### config.mk
export PLATFORM = sky130hd
export DESIGN_NAME = elm_neuron_mac
export DESIGN_NICKNAME = d
export VERILOG_FILES = /design/src/rtl/elm_neuron_mac.sv
export SDC_FILE = /design/constraint.sdc
export NUM_CORES = 1
export LEC_CHECK = 0
export ABC_AREA = 1
export CAP_MARGIN = 20
export CORE_UTILIZATION = 35
export CTS_CLUSTER_DIAMETER = 120
export DETAILED_ROUTE_END_ITERATION = 8
export GPL_TIMING_DRIVEN = 0
export SYNTH_ARGS = -nofsm -noshare
export SYNTH_HDL_FRONTEND = slang
export SYNTH_SLANG_ARGS = --single-unit
### constraint.sdc
create_clock -name clk -period 8.2 [get_ports clk]
set_clock_uncertainty 0.1 [all_clocks]
set_input_delay 1.23 -clock clk [delete_from_list [all_inputs] [get_ports clk]]
set_output_delay 1.23 -clock clk [all_outputs]
set_load 0.1 [all_outputs]
### src/rtl/elm_neuron_mac.sv
// elm_neuron_mac
//   Hidden-layer neuron datapath. Takes one signed input sample per accepted
//   beat, reads the matching weight from an external memory with a one-cycle
//   registered read, multiply-accumulates the full-precision products, and
//   after numWeight beats emits one saturated pre-activation
//   sat((acc >>> fracBits) + bias) as a single-cycle out_valid pulse.
//
//   Ports
//     clk, rst_n      clock, asynchronous active-low reset
//     in_valid/ready  input sample handshake, in_data signed sample
//     bias            signed bias, held static for the whole frame
//     weight_ren      weight read enable (= accepted beat)
//     weight_raddr    weight read address, addressWidth+1 bits
//     weight_rdata    weight data, valid the cycle after weight_ren
//     out_valid       one-cycle pulse qualifying out_data
//     out_data        saturated neuron pre-activation
//
// state | meaning
// ------+---------------------------------------------------------------
// ACC   | accepting beats; last beat of the frame moves to DRAIN
// DRAIN | no accept; final product lands in the accumulator
// OUT   | no accept; register saturated result, clear accumulator
module elm_neuron_mac #(
   parameter int dataWidth    = 16,
   parameter int fracBits     = 8,
   parameter int addressWidth = 10,
   parameter int numWeight    = 784,
   parameter int accWidth     = 2*dataWidth+10
) (
   input  logic                      clk,
   input  logic                      rst_n,
   input  logic                      in_valid,
   input  logic [dataWidth-1:0]      in_data,
   output logic                      in_ready,
   input  logic [dataWidth-1:0]      bias,
   output logic                      weight_ren,
   output logic [addressWidth:0]     weight_raddr,
   input  logic [dataWidth-1:0]      weight_rdata,
   output logic                      out_valid,
   output logic [dataWidth-1:0]      out_data
);

   localparam int ADDR_W = addressWidth + 1;
   localparam int PROD_W = 2 * dataWidth;
   localparam int SUM_W  = accWidth + 1;

   localparam logic [ADDR_W-1:0]       LAST_ADDR = ADDR_W'(numWeight - 1);
   localparam logic signed [SUM_W-1:0] SAT_MAX   = SUM_W'((2**(dataWidth-1)) - 1);
   localparam logic signed [SUM_W-1:0] SAT_MIN   = SUM_W'(-(2**(dataWidth-1)));

   typedef enum logic [1:0] {
      ST_ACC   = 2'd0,
      ST_DRAIN = 2'd1,
      ST_OUT   = 2'd2
   } state_t;

   state_t                       state_q, state_d;
   logic [ADDR_W-1:0]            addr_q, addr_d;
   logic signed [dataWidth-1:0]  x_q, x_d;
   logic                         v_q, v_d;
   logic signed [accWidth-1:0]   acc_q, acc_d;
   logic                         out_valid_q, out_valid_d;
   logic [dataWidth-1:0]         out_data_q, out_data_d;

   logic                         accept;
   logic signed [PROD_W-1:0]     prod;
   logic signed [accWidth-1:0]   acc_shr;
   logic signed [SUM_W-1:0]      sum;

   assign in_ready     = (state_q == ST_ACC);
   assign accept       = in_valid && in_ready;
   assign weight_ren   = accept;
   assign weight_raddr = addr_q;
   assign out_valid    = out_valid_q;
   assign out_data     = out_data_q;

   // Full-width signed product of the registered sample and the weight the
   // memory returns one cycle after the read.
   assign prod    = x_q * $signed(weight_rdata);
   assign acc_shr = acc_q >>> fracBits;
   assign sum     = $signed({acc_shr[accWidth-1], acc_shr})
                  + $signed({{(SUM_W-dataWidth){bias[dataWidth-1]}}, bias});

   always_comb begin
      state_d     = state_q;
      addr_d      = addr_q;
      x_d         = x_q;
      v_d         = 1'b0;
      acc_d       = acc_q;
      out_valid_d = 1'b0;
      out_data_d  = out_data_q;

      if (accept) begin
         x_d = $signed(in_data);
         v_d = 1'b1;
      end

      if (v_q)
         acc_d = acc_q + {{(accWidth-PROD_W){prod[PROD_W-1]}}, prod};

      unique case (state_q)
         ST_ACC: begin
            if (accept) begin
               // Wrap only at frame end; the address is never allowed to roll
               // over on its own.
               if (addr_q == LAST_ADDR) begin
                  addr_d  = '0;
                  state_d = ST_DRAIN;
               end else begin
                  addr_d = addr_q + 1'b1;
               end
            end
         end
         ST_DRAIN: begin
            state_d = ST_OUT;
         end
         ST_OUT: begin
            if (sum > SAT_MAX)
               out_data_d = SAT_MAX[dataWidth-1:0];
            else if (sum < SAT_MIN)
               out_data_d = SAT_MIN[dataWidth-1:0];
            else
               out_data_d = sum[dataWidth-1:0];
            out_valid_d = 1'b1;
            acc_d       = '0;
            state_d     = ST_ACC;
         end
         default: begin
            state_d = ST_ACC;
         end
      endcase
   end

   always_ff @(posedge clk or negedge rst_n) begin
      if (!rst_n) begin
         state_q     <= ST_ACC;
         addr_q      <= '0;
         x_q         <= '0;
         v_q         <= 1'b0;
         acc_q       <= '0;
         out_valid_q <= 1'b0;
         out_data_q  <= '0;
      end else begin
         state_q     <= state_d;
         addr_q      <= addr_d;
         x_q         <= x_d;
         v_q         <= v_d;
         acc_q       <= acc_d;
         out_valid_q <= out_valid_d;
         out_data_q  <= out_data_d;
      end
   end

endmodule
==> key figures <==
Timing
  • Fin. Hold Viols: 0
  • Finish-stage setup viols: 0
  • Slew HR: between 30% and 40%
  • Period utilisation layout: 97.8%
  • Least-Margin Pin Slew: slightly above 1000 ps
  • Fin crit period: 8020 ps
  • RSZ-0062 raised after global routing: true
  • Max Slew Vio Count: 0
  • Fmax achieved: between 0.1 and 0.15 GHz

Run
  • Max-cap violations: 0

Die
  • Area of the core: around 54000 um2
  • Chip Width: 237 um
  • Io pins: 81
  • Die H: ~240 um
  • Die area: ~56000 um2
  • Cell Rows: between 80 and 90
  • Initial Util: between 30% and 40%

Placed design
  • HPWL after DPL: ~47000 um
  • Placed cells: approximately 3500
  • Routability cong.: between 0.9 and 1
  • Port Buffer Count: 65

Logic synthesis
  • Area contributors post-synth: fa_1 27%, nand2_1 15%, inv_1 13%
  • Synth cell types: between 50 and 60
  • Synth cell count leaders: 760 x nand2_1, 648 x inv_1, 264 x fa_1
  • Net count after synthesis: roughly 3200
  • Post-synth EDFFs: 0
  • Ys Warns: 0
  • Top_reg_cell synth: dfrtp_1
  • Yosys top cell area share: between 20% and 30%
  • Most frequent cell after synthesis: nand2_1
  • Post-synthesis register bit count: a little under 90
  • Sequential share of the synthesized area: 11.6%
  • Mapped Cells: around 2700
  • Synthesized area: 19300 um2
  • Synth Area per Inst: 7.05 um2
  • Share of flip-flops with an asynchronous set or reset: 100%
  • Dominant cell type by area after synthesis: fa_1

Clocking
  • CTS tree: done
  • CTS clk-pin slew, worst paths: roughly 80 ps
  • Clk sink count: approximately 90
  • Max Buffers Root-to-Sink: 2
  • Cts bufs inserted: 9
  • H-tree depth: 3
  • Worst skew pair latency: roughly 400 ps
  • Clk root buf: clkbuf_16

Critical path
  • Top cell by count, worst path: fa_1
  • CP peak stage delay: 570 ps
  • CP arrival: 8210 ps
  • Crit path required time: 8390 ps
  • CP max-delay cell: fa_1
  • Crit path launch type: input pin
  • Worst setup EP type: register
  • Maximum fanout along the worst path: 10
  • Crit Path Class: in2reg

Global route
  • Vias in the first global route: approximately 16000
  • GRT Util Overall: between 20% and 30%
  • Total grt overflow: 0
  • Met3 Use GR: around 3.3%
  • Largest net degree at the start of global routing: 50
  • GR Util met1: between 20 and 30%
  • M2 GR Usage: between 30 and 40%
  • GRT busiest layer: met2
  • First-pass GRT wire length: ~90000 um
  • Antenna violations before repair: 1

Final layout
  • Non-filler cells, final: 3542
  • Syn-to-layout area delta: 17.1%
  • Final net count: approximately 3300
  • Multi-input logic area: ~15000 um2
  • Filler instances: around 5600
  • Storage element area: 2230 um2
  • Layout cells sized above 1: between 10% and 20%

Route
  • Antenna Nets Post-Route: 0
  • DR WL/cell: about 16 um
  • Initial DRT Pass Iterations: 5
  • DRC viols: 0
  • Total Wirelength: ~57000 um
  • Via count: ~17000
  • Iter 0 DRT Violations: between 1000 and 1500
  • Vias/cell: about 4.8

Run status
  • Outcome: complete, no violations

Worst hold path
  • Worst min path class: reg2reg
flip-flops by register name (all words and copies together), names as in the netlist:
signal,flops
acc_q,42
out_data,16
out_valid,1
state_q,2
v_q,1
weight_raddr,11
x_q,16
layer usage:
metal,part of all wire (%),wire length [um]
met5,0,0
met4,2.4,1360
met3,5.8,3330
met2,47,27000
met1,45,25700
what timing repair did:
action | in CTS | in global routing
gates cloned | 1 | 0
pin swaps | 47 | 74
hold buffers | 0 | 0
setup endpoints to repair | 24 | 23
setup buffers | 16 | 25
resized for setup | 162 | 166
per-stage QoR:
step	setup TNS (ps)	setup slack, ps	hold slack, ps	util, %	instance area [um2]
finish	0	179	386	41.7	22600
global route	-295	-46.0	413	41.7	22600
CTS	0	1.93	393	40.5	21900
detailed placement	-29920	-1720	373	38.4	20800
global placement	-30190	-1770	365	38.4	20800
floorplan	0	23.7	345	-	19300
worst max-delay path, delay by kind of cell:
kind / cells / cell delay [ps]
buffers and inverters: 10 / 1070
XOR/XNOR: 1 / 140
AND/OR/NAND/NOR: 10 / 1400
adder cells (fa/ha/maj): 8 / 3710
AO/OA/AOI/OAI: 5 / 600
path summary, 6_finish.rpt:
check                      depth (start not counted)  slack [ps]             start      endpoint
max                                               34         180  weight_rdata[14]     acc_q[36]
min                                                2         390      out_data[15]  out_data[15]
max reg2reg                                       31         240           x_q[12]     acc_q[36]
min reg2reg                                        2         390      out_data[15]  out_data[15]
max in group asynchronous                          2        6490             rst_n        x_q[4]
min in group asynchronous                          1         820             rst_n  out_data[12]
cell type report:
class | count | area share, %
multi-input cells | 1902 | 67.1
inverters | 661 | 11.0
flip-flops and latches | 89 | 9.88
repair buffers | 108 | 4.53
well taps | 696 | 3.86
plain buffers | 69 | 2.28
clock buffers | 10 | 1.06
clock inverters | 6 | 0.266
diodes | 1 | 0.0111
cells in the final DEF (no fill, tap or decap), types with 9 or more instances in the layout:
| master | n |
|---|---|
| a21o_1 | 12 |
| a21oi_1 | 99 |
| a21oi_2 | 36 |
| a31oi_1 | 10 |
| buf_4 | 47 |
| clkbuf_1 | 23 |
| clkbuf_16 | 10 |
| clkbuf_2 | 16 |
| clkdlybuf4s50_1 | 63 |
| dfrtp_1 | 87 |
| fa_1 | 257 |
| ha_1 | 133 |
| ha_4 | 24 |
| inv_1 | 642 |
| inv_2 | 16 |
| nand2_1 | 739 |
| nand2_2 | 40 |
| nand3_1 | 54 |
| nand3_2 | 11 |
| nand3b_1 | 10 |
| nand4_1 | 18 |
| nor2_1 | 149 |
| nor2_2 | 25 |
| nor3_1 | 10 |
| nor3_2 | 9 |
| o21ai_0 | 71 |
| o21ai_1 | 16 |
| o21bai_1 | 13 |
| xnor2_1 | 22 |
| xor2_1 | 32 |
logic make-up (layout without fill, tap and decap cells):
family                     Yosys count  in the layout  synth area share [%]
xor gates and xnor gates            57             57                  2.59
AOI/OAI and AO/OA                  307            307                  9.25
and+or+nand+nor                   1111           1111                  24.0
other                                0              1                     0
adders and majority gates          427            427                  38.0
DFF                                 89             89                  11.6
buffers and inverters              740            854                  14.5
Power is left out: the tool's default activity adds up to more than one toggle a clock period on the data nets, which glitch-free logic cannot reach.
